`src/rtl/stage1_fetch_if.sv`:
```
// Fetch-stage bus bundle: instruction-memory request/response, redirect input and the
// stage2 valid/ready instruction port. master = fetch stage, slave = its environment.
interface stage1_fetch_if #(
  parameter int unsigned XLEN = 64
);
  logic            imem_req_valid;
  logic [XLEN-1:0] imem_req_addr;
  logic            imem_req_ready;
  logic            imem_resp_valid;
  logic [31:0]     imem_resp_data;
  logic            redirect_valid;
  logic [XLEN-1:0] redirect_pc;
  logic [31:0]     instr;
  logic [XLEN-1:0] instr_pc;
  logic            pipeline_valid;
  logic            ready;

  modport master (
    output imem_req_valid,
    output imem_req_addr,
    input  imem_req_ready,
    input  imem_resp_valid,
    input  imem_resp_data,
    input  redirect_valid,
    input  redirect_pc,
    output instr,
    output instr_pc,
    output pipeline_valid,
    input  ready
  );

  modport slave (
    input  imem_req_valid,
    input  imem_req_addr,
    output imem_req_ready,
    output imem_resp_valid,
    output imem_resp_data,
    output redirect_valid,
    output redirect_pc,
    input  instr,
    input  instr_pc,
    input  pipeline_valid,
    output ready
  );
endinterface

```
`src/rtl/stage1_fetch.sv`:
```
// Instruction fetch stage: owns the PC, issues credit-limited in-order fetches and buffers
// returned words with their PCs in a small FIFO feeding decode over valid/ready.
module stage1_fetch #(
  parameter int unsigned     XLEN       = 64,
  parameter logic [XLEN-1:0] RESET_PC   = '0,
  parameter int unsigned     FIFO_DEPTH = 4
) (
  input  logic           clk,
  input  logic           rst,
  stage1_fetch_if.master bus
);
  localparam int unsigned PtrW = $clog2(FIFO_DEPTH);
  localparam int unsigned CntW = PtrW + 1;
  localparam logic [31:0] Nop  = 32'h0000_0013;

  typedef enum logic [1:0] {StIdle, StRun, StDrain} state_e;

  state_e          state_q, state_d;
  logic [XLEN-1:0] fetch_pc_q, fetch_pc_d;
  logic [XLEN-1:0] resp_pc_q, resp_pc_d;
  logic [CntW-1:0] count_q, count_d;
  logic [CntW-1:0] outst_q, outst_d;
  logic [PtrW-1:0] rd_ptr_q, rd_ptr_d;
  logic [PtrW-1:0] wr_ptr_q, wr_ptr_d;

  logic [31:0]     instr_mem [FIFO_DEPTH];
  logic [XLEN-1:0] pc_mem    [FIFO_DEPTH];

  logic [CntW:0]   inflight;
  logic [XLEN-1:0] target;
  logic            req_fire;
  logic            resp_hit;
  logic            push;
  logic            pop;

  // Buffered words plus requests in flight never exceed the FIFO, so a push can't overflow.
  assign inflight = {1'b0, count_q} + {1'b0, outst_q};
  assign target   = bus.redirect_pc & ~XLEN'(3);

  assign bus.imem_req_valid = (state_q == StRun) && (inflight < (CntW + 1)'(FIFO_DEPTH)) &&
                              !bus.redirect_valid;
  assign bus.imem_req_addr  = fetch_pc_q;
  assign bus.pipeline_valid = (count_q != '0) && !bus.redirect_valid;
  assign bus.instr          = (count_q != '0) ? instr_mem[rd_ptr_q] : Nop;
  assign bus.instr_pc       = (count_q != '0) ? pc_mem[rd_ptr_q] : '0;

  assign req_fire = bus.imem_req_valid && bus.imem_req_ready;
  assign resp_hit = bus.imem_resp_valid && (outst_q != '0);
  assign push     = (state_q == StRun) && !bus.redirect_valid && resp_hit;
  assign pop      = bus.pipeline_valid && bus.ready;

  always_comb begin
    state_d    = state_q;
    fetch_pc_d = fetch_pc_q;
    resp_pc_d  = resp_pc_q;
    count_d    = count_q;
    outst_d    = outst_q;
    rd_ptr_d   = rd_ptr_q;
    wr_ptr_d   = wr_ptr_q;
    unique case (state_q)
      StIdle: state_d = StRun;
      StRun, StDrain: begin
        if (bus.redirect_valid) begin
          // A response landing with the redirect belongs to the old path and is dropped.
          fetch_pc_d = target;
          resp_pc_d  = target;
          count_d    = '0;
          rd_ptr_d   = '0;
          wr_ptr_d   = '0;
          outst_d    = outst_q - CntW'(resp_hit);
          state_d    = (outst_d != '0) ? StDrain : StRun;
        end else if (state_q == StDrain) begin
          outst_d = outst_q - CntW'(resp_hit);
          if (outst_d == '0) begin
            state_d = StRun;
          end
        end else begin
          if (req_fire) begin
            fetch_pc_d = fetch_pc_q + XLEN'(4);
          end
          if (push) begin
            resp_pc_d = resp_pc_q + XLEN'(4);
            wr_ptr_d  = wr_ptr_q + PtrW'(1);
          end
          if (pop) begin
            rd_ptr_d = rd_ptr_q + PtrW'(1);
          end
          count_d = count_q + CntW'(push) - CntW'(pop);
          outst_d = outst_q + CntW'(req_fire) - CntW'(resp_hit);
        end
      end
      default: state_d = StIdle;
    endcase
  end

  always_ff @(posedge clk or negedge rst) begin
    if (!rst) begin
      state_q    <= StIdle;
      fetch_pc_q <= RESET_PC;
      resp_pc_q  <= RESET_PC;
      count_q    <= '0;
      outst_q    <= '0;
      rd_ptr_q   <= '0;
      wr_ptr_q   <= '0;
    end else begin
      state_q    <= state_d;
      fetch_pc_q <= fetch_pc_d;
      resp_pc_q  <= resp_pc_d;
      count_q    <= count_d;
      outst_q    <= outst_d;
      rd_ptr_q   <= rd_ptr_d;
      wr_ptr_q   <= wr_ptr_d;
    end
  end

  // Storage needs no reset: entries are only visible while count_q covers them.
  always_ff @(posedge clk) begin
    if (push) begin
      instr_mem[wr_ptr_q] <= bus.imem_resp_data;
      pc_mem[wr_ptr_q]    <= resp_pc_q;
    end
  end
endmodule
```
`src/flat_wrapper.sv`:
```
// flat-port wrapper written by rule: the top's interface ports become plain ports
module stage1_fetch_flat 
#(
  parameter int unsigned     XLEN       = 64,
  parameter logic [XLEN-1:0] RESET_PC   = '0,
  parameter int unsigned     FIFO_DEPTH = 4
)
  (clk, rst, bus_imem_req_valid, bus_imem_req_addr, bus_imem_req_ready, bus_imem_resp_valid, bus_imem_resp_data, bus_redirect_valid, bus_redirect_pc, bus_instr, bus_instr_pc, bus_pipeline_valid, bus_ready);
  stage1_fetch_if #(.XLEN(XLEN)) bus_i ();
  input  logic clk;
  input  logic rst;
  output wire logic [$bits(bus_i.imem_req_valid)-1:0] bus_imem_req_valid;
  output wire logic [$bits(bus_i.imem_req_addr)-1:0] bus_imem_req_addr;
  input wire logic [$bits(bus_i.imem_req_ready)-1:0] bus_imem_req_ready;
  input wire logic [$bits(bus_i.imem_resp_valid)-1:0] bus_imem_resp_valid;
  input wire logic [$bits(bus_i.imem_resp_data)-1:0] bus_imem_resp_data;
  input wire logic [$bits(bus_i.redirect_valid)-1:0] bus_redirect_valid;
  input wire logic [$bits(bus_i.redirect_pc)-1:0] bus_redirect_pc;
  output wire logic [$bits(bus_i.instr)-1:0] bus_instr;
  output wire logic [$bits(bus_i.instr_pc)-1:0] bus_instr_pc;
  output wire logic [$bits(bus_i.pipeline_valid)-1:0] bus_pipeline_valid;
  input wire logic [$bits(bus_i.ready)-1:0] bus_ready;
  assign bus_imem_req_valid = bus_i.imem_req_valid;
  assign bus_imem_req_addr = bus_i.imem_req_addr;
  assign bus_i.imem_req_ready = bus_imem_req_ready;
  assign bus_i.imem_resp_valid = bus_imem_resp_valid;
  assign bus_i.imem_resp_data = bus_imem_resp_data;
  assign bus_i.redirect_valid = bus_redirect_valid;
  assign bus_i.redirect_pc = bus_redirect_pc;
  assign bus_instr = bus_i.instr;
  assign bus_instr_pc = bus_i.instr_pc;
  assign bus_pipeline_valid = bus_i.pipeline_valid;
  assign bus_i.ready = bus_ready;
  stage1_fetch #(.XLEN(XLEN), .RESET_PC(RESET_PC), .FIFO_DEPTH(FIFO_DEPTH)) u_core (.clk(clk), .rst(rst), .bus(bus_i));
endmodule
```
`config.mk`:
```
export PLATFORM = sky130hd
export DESIGN_NAME = stage1_fetch_flat
export DESIGN_NICKNAME = d
export VERILOG_FILES = /design/src/rtl/stage1_fetch_if.sv /design/src/rtl/stage1_fetch.sv /design/src/flat_wrapper.sv
export SDC_FILE = /design/constraint.sdc
export NUM_CORES = 1
export LEC_CHECK = 0
export CORE_UTILIZATION = 25
export CTS_CLUSTER_DIAMETER = 120
export DETAILED_ROUTE_END_ITERATION = 12
export GPL_ROUTABILITY_DRIVEN = 1
export PLACE_DENSITY = 0.48
export SLEW_MARGIN = 20
export SYNTH_ARGS = -nofsm -noshare
export SYNTH_HDL_FRONTEND = slang
export SYNTH_SLANG_ARGS = --single-unit
```
`constraint.sdc`:
```
create_clock -name clk -period 4.9 [get_ports clk]
set_input_delay 0.98 -clock clk [delete_from_list [all_inputs] [get_ports clk]]
set_output_delay 0.98 -clock clk [all_outputs]
set_load 0.02 [all_outputs]
```
==> results by group, run 1 <==
Synth
  • Flops & latches, synth: 512
  • Avg Cell Area, Syn: 13.6 um2
  • Syn Inst Count: 1722
  • Synth warn: 0
  • Synth area leader: edfxtp_1
  • Asr flop ratio synth: 26.6%
  • Ys flop type: edfxtp_1
  • Synth top area share: 48.3%
  • Syn Std Cell Area: 23400 um2
  • Number of synthesized flops with an enable pin: 376
  • Largest cells by area after synthesis: edfxtp_1 48%, dfrtp_1 15%, mux4_2 9.1%, nor2b_1 2.6%, nand3_1 1.7%
  • Yosys cell types: 79
  • Seq/Total Area, Yosys: 62.8%

Routing
  • Routed via count: around 16000
  • Vias/cell: about 5
  • WL final: 72100 um
  • Drt wl/cell: 22.1 um
  • DRT Pass-1 Iters: 9
  • DRT antenna net count: 0
  • DRC: 0
  • 1st-iter DRT viols: between 1000 and 1500

CTS
  • # resized after CTS: 0
  • Clk buf depth: 3
  • Root Buffer: clkbuf_16
  • Clk_lat worst skew: 0.63 ns
  • Post-CTS Hold Buffers: 0
  • CTS Sinks: 512
  • Post-CTS Setup Repair Bufs: 0
  • CTS Buf Count: 59
  • CTS tree: yes
  • Clock slew at reported path FFs: 0.06 ns
  • H-tree Lvls: 2

STA
  • Final setup fails: 0
  • Final Hold Vio Count: 0
  • Worst rel slew slack: 33.1%
  • Max Slew Vio Count: 0
  • Worst hold slack: 0.439 ns
  • Tcrit/Tclk final: 82.9%
  • Layout Skew: around 0.032 ns
  • Least-Margin Pin Slew: 1.00 ns
  • RSZ-0062 raised after global routing: no
  • Min cycle time layout: 4.06 ns
  • Setup TNS: 0 ns
  • FMAX: roughly 250 MHz

Setup path
  • Worst Path Max Fanout: 26
  • R2R cell count: 8
  • WS Path Type: reg -> out
  • Critical path arrival: 3.08 ns
  • Req. time, crit path: 3.92 ns
  • R2r startpoint: u_core.outst_q[2]
  • Critical path's largest stage delay: 0.56 ns
  • Critical path capture point type: primary output
  • Crit path cell chain: buf_4 > mux4_2 > or2_2 > clkdlybuf4s50_1
  • Worst reg2reg setup slack: roughly 1.2 ns
  • R2R Path End: u_core.bus.imem_req_addr[59]
  • Startpoint types: flip-flop
  • CP max-delay cell: mux4_2

Die
  • Die width: 308 um
  • Ports: 264
  • Die height: 308 um
  • Die ar.: between 90000 and 100000 um2
  • # rows: 111
  • Initial Utilization: approximately a quarter
  • Core Footprint: 92200 um2

Global route
  • Global route overflow: 0
  • Number of global-route vias before repair: 16000
  • First-pass GRT wire length: around 110000 um
  • Total track usage: 14.9%
  • Largest net degree at the start of global routing: 88
  • Antenna violations before repair: 0

Run
  • Max-cap violation count: 0

Placement
  • Area post-placement: approximately 28000 um2
  • Placed cells: 3152
  • Post-DP HPWL: about 49000 um
  • IO Port Bufs: 257
  • Gpl congestion: between 0.8 and 0.9

Layout
  • Fraction of layout cells with a size suffix above 1: 12.7%
  • Post-Layout Inst Area: between 20000 and 30000 um2
  • Most frequent cells in the layout: 376 x edfxtp_1, 255 x clkdlybuf4s50_1, 134 x dfrtp_1, 102 x nand2_1, 97 x nor2b_1
  • Layout Utilization: 32.1%
  • Fin cells: around 3300
  • Commonest non-fill, non-tap cell in the layout: edfxtp_1
  • Layout Nets: 2092
  • Area Growth Syn to Fin: 26.7%

Power
  • Cell area power density: approximately 600 nW/um2
  • Static leakage: 9.74 nW
  • Maximum VDD drop: 0.000406 V

Run status
  • Outcome: completed

Hold path
  • Worst Hold Class: in -> async
metal layers:
layer | global-route usage [%] | vias to the layer above | part of all wire (%)
met1 | 20.2 | 8076 | 45
met2 | 24.0 | 519 | 46
li1 | - | 7292 | -
met5 | 0 | - | 0
met3 | 3.19 | 101 | 6.1
met4 | 4.10 | 0 | 2.4
report_power, final:
part / internal, W / switching (W)
registers: 0.00549 / 0.00118
logic: 0.00265 / 0.00357
clock network: 0.00278 / 0.00178
total: 0.0109 / 0.00653
metrics by stage:
step	setup WS, ns	power, W
global route	0.638	0.0184
finish	0.837	0.0175
floorplan	0.660	0.00999
detailed placement	1.19	0.0131
CTS	0.732	0.0177
global placement	1.23	0.0129
registers in the layout (all words and copies together), names as in the netlist:
name and cells:
u_core.pc_mem 248, u_core.instr_mem 128, u_core.bus.imem_req_addr 62, u_core.resp_pc_q 62
u_core.count_q 3, u_core.outst_q 3, u_core.rd_ptr_q 2, u_core.state_q 2
u_core.wr_ptr_q 2
worst max-delay path by stage:
stage               depth (start not counted)                      endpoint                from  slack, ns
floorplan                                   4        u_core.instr_mem[0][0]  bus_redirect_valid       0.66
finish                                      4                  bus_instr[0]  u_core.rd_ptr_q[0]       0.84
global route                                4                  bus_instr[0]  u_core.rd_ptr_q[0]       0.64
detailed placement                          7  u_core.bus.imem_req_addr[59]  bus_imem_req_ready       1.19
global placement                            7  u_core.bus.imem_req_addr[59]  bus_imem_req_ready       1.23
CTS                                         4                  bus_instr[0]  u_core.rd_ptr_q[0]       0.73
layout make-up:
cell class,count,area (um2)
antenna,4,10.0
clock buffer,77,1570
clock inverter,30,435
fill,9160,62600
inverter,29,109
multi-input combinational,1074,8220
sequential,512,14700
tap,1243,1560
timing repair buffer,294,3020
Yosys cell counts (6+ instances only):
| master | n |
|---|---|
| a21o_1 | 6 |
| a21oi_1 | 76 |
| a221o_1 | 13 |
| a22oi_1 | 36 |
| a31oi_1 | 9 |
| and2_1 | 8 |
| and3_1 | 28 |
| and4_1 | 20 |
| buf_1 | 16 |
| buf_2 | 21 |
| clkbuf_1 | 67 |
| dfrtp_1 | 136 |
| edfxtp_1 | 376 |
| ha_1 | 18 |
| inv_1 | 29 |
| mux2i_1 | 34 |
| mux4_2 | 94 |
| nand2_1 | 103 |
| nand3_1 | 81 |
| nand4_1 | 49 |
| nor2_1 | 82 |
| nor2b_1 | 97 |
| nor3_1 | 42 |
| nor3b_1 | 6 |
| nor4_1 | 24 |
| o21ai_0 | 75 |
| o22ai_1 | 50 |
| o31ai_1 | 7 |
| or3_1 | 13 |
| or4_1 | 9 |
logic make-up after synthesis:
logic type	share of synthesized area (%)
buffers and inverters	2.44
DFF	62.8
muxes	10.7
and+or+nand+nor	13.9
adders and majority gates	1.13
AOI/OAI and AO/OA	8.73
other	0.0160
xor gates and xnor gates	0.187
critical path, delay by kind of cell (launching register included):
kind                   cells  cell delay [ns]
and+or+nand+nor            1             0.28
muxes                      1             0.56
DFF                        1             0.54
buffers and inverters      2             1.06
Note: power is estimated with default switching activity, not from simulation.
==> run 2: changes to the inputs <==
PLACE_DENSITY = 0.49   (was 0.48)
clock period = 3.7 ns   (was 4.9 ns; I/O delays follow)
==> results by group, run 2 (synthesized netlist as in run 1, its figures left out) <==
Placement
  • IO Port Bufs: 257 (unchanged)
  • Worst slack, placed: 0.536 ns (-0.657 ns)
  • Area post-placement: 27900 um2 (+0.88%)
  • Post-DP HPWL: 50400 um (+3.0%)
  • Gpl congestion: 0.843 (-2.0%)

Layout
  • Commonest non-fill, non-tap cell in the layout: edfxtp_1
  • Largest register by flop count: u_core.pc_mem
  • Post-Layout Inst Area: 29900 um2 (+1.0%)
  • # fillers: 9159 (-0.011%)
  • Largest regs: u_core.pc_mem x248, u_core.instr_mem x128
  • Most frequent cells in the layout: 376 x edfxtp_1, 255 x clkdlybuf4s50_1, 134 x dfrtp_1, 102 x nand2_1, 97 x nor2b_1
  • Fraction of layout cells with a size suffix above 1: 14.8% (+2.1 points)
  • Area Growth Syn to Fin: 27.9%
  • Layout Nets: 2125 (+1.6%)
  • Max FFs per register: 248 (unchanged)

CTS
  • Clock slew at reported path FFs: 0.06 ns (about the same)
  • CTS Buf Count: 59 (unchanged)
  • Clk buf depth: 3 (unchanged)
  • Clk_lat worst skew: 0.65 ns (+0.02 ns)
  • Post-CTS Hold Buffers: 0 (unchanged)
  • CTS Sinks: 512 (unchanged)
  • CTS tree: yes
  • H-tree Lvls: 2 (unchanged)
  • Root Buffer: clkbuf_16

Setup path
  • Critical path arrival: 2.85 ns (-0.23 ns)
  • Critical path's largest stage delay: 0.59 ns (+0.03 ns)
  • Critical path capture point type: primary output
  • CP dominant cell by count: buf_4
  • Crit path cell chain: buf_4 > buf_4 > mux4_2 > nor2b_1 > clkdlybuf4s50_1
  • R2r startpoint: u_core.bus.imem_req_addr[11]
  • Req. time, crit path: 2.96 ns (-0.96 ns)
  • CP startpoint: u_core.rd_ptr_q[1]
  • Worst Path Max Fanout: 17 (-35%)
  • WS Path Type: reg -> out
  • CP max-delay cell: dfrtp_4
  • Startpoint types: flip-flop

STA
  • Tcrit/Tclk final: a little over nine tenths
  • Worst rel slew slack: 41.4% (+8.2 points)
  • Least-Margin Pin Slew: 0.879 ns (-0.124 ns)
  • Final Hold Vio Count: 0 (unchanged)
  • Layout Skew: 0.0281 ns (-0.00367 ns)
  • FMAX: 278 MHz
  • Final setup fails: 0 (unchanged)
  • Min cycle time layout: 3.59 ns
  • RSZ-0062 raised after global routing: no
  • Max Slew Vio Count: 0 (unchanged)
  • Setup TNS: 0 ns (unchanged)
  • Worst hold slack: 0.0974 ns (-0.341 ns)
  • Final worst slack: 0.108 ns (-0.728 ns)

Die
  • Die height: 308 um (unchanged)
  • Die ar.: 94800 um2 (unchanged)
  • Die width: 308 um (unchanged)
  • Core Footprint: 92200 um2 (unchanged)
  • Ports: 264 (unchanged)
  • Initial Utilization: 25.4% (unchanged)
  • # rows: 111 (unchanged)

Hold path
  • Worst Hold Class: in -> async

Routing
  • Routed via count: 16300 (+1.7%)
  • DRC: 0 (unchanged)
  • 1st-iter DRT viols: 1300 (+7.4%)
  • WL final: 73200 um (+1.6%)
  • DRT Pass-1 Iters: 5 (-4)
  • Drt wl/cell: 22.2 um (+0.54%)
  • DRT antenna net count: 0 (unchanged)
  • Vias/cell: 4.93 (+0.71%)

Global route
  • Largest net degree at the start of global routing: 96 (+9.1%)
  • Global route overflow: 0 (unchanged)
  • Antenna violations before repair: 1 (+1)
  • First-pass GRT wire length: 107000 um (+0.78%)
  • Total track usage: 15.1% (+0.14 points)
  • Number of global-route vias before repair: 16000 (-0.063%)

Power
  • Maximum VDD drop: 0.000590 V (+45%)
  • Static leakage: 9.92 nW (+1.8%)
  • Design Power: 0.0232 W (+33%)
  • Cell area power density: 776 nW/um2 (+32%)

Run status
  • Outcome: completed

Run
  • Max-cap violation count: 0 (unchanged)
-- run 2: cell count changes in the layout (fill, tap and decap cells not counted), sizes merged --
| cell | before | now |
|---|---|---|
| buf | 39 | 72 |
| bufinv | 10 | 5 |
| clkbuf | 77 | 70 |
| clkinv | 18 | 25 |
| clkinvlp | 0 | 7 |
| diode | 4 | 1 |
| inv | 31 | 32 |
-- run 2: final cells by class --
| type | instances | area, um2 | area share, % |
|---|---|---|---|
| Clock inverter | 40 | 397 | 1.33 |
| Inverter | 29 | 109 | 0.364 |
| Multi-Input combinational cell | 1074 | 8220 | 27.5 |
| Antenna cell | 1 | 2.50 | 0.00836 |
| Sequential cell | 512 | 14700 | 49.1 |
| Clock buffer | 70 | 1620 | 5.42 |
| Timing Repair Buffer | 327 | 3320 | 11.1 |
| Tap cell | 1243 | 1560 | 5.20 |
-- run 2: worst paths after layout --
check | end | slack (ns) | depth (start not counted)
setup / recovery | bus_instr[18] | 0.11 | 5
hold / removal | u_core.bus.imem_req_addr[63] | 0.1 | 1
setup reg to reg | u_core.bus.imem_req_addr[50] | 0.76 | 6
hold reg to reg | u_core.wr_ptr_q[1] | 0.54 | 2
max in group asynchronous | u_core.bus.imem_req_addr[4] | 2.80 | 2
min in group clk | u_core.wr_ptr_q[1] | 0.54 | 2
-- run 2: metal layers --
layer,share of wire [%],GRT usage (%)
met5,0,0
met4,2.3,4.20
met3,5.6,2.41
met2,48,24.7
met1,44,20.6
-- run 2: where the power goes --
part / switching, W / internal [W] / total, W
logic: 0.00477 / 0.00364 / 0.00841
registers: 0.00153 / 0.00727 / 0.00880
clock network: 0.00250 / 0.00350 / 0.00600
-- run 2: critical path: cells and delay by family, from the launching register on --
kind	cells	cell delay [ns]
flip-flops	1	0.59
buffers and inverters	3	1.14
AND/OR/NAND/NOR	1	0.14
multiplexers	1	0.32
-- run 2: per-stage QoR --
| step | utilization [%] | std cells |
|---|---|---|
| 4_1_cts | 32.4 | 3295 |
| 3_5_place_dp | 30.2 | 3181 |
| 6_report | 32.4 | 3296 |
| 3_3_place_gp | 30.2 | 3181 |
| 2_1_floorplan | - | 1725 |
| 5_1_grt | 32.4 | 3295 |
-- run 2: repair_timing --
action	in CTS	in global routing
resized for setup	0	1
buffers inserted	4	0
setup endpoints to repair	24	1
hold endpoints to repair	0	0
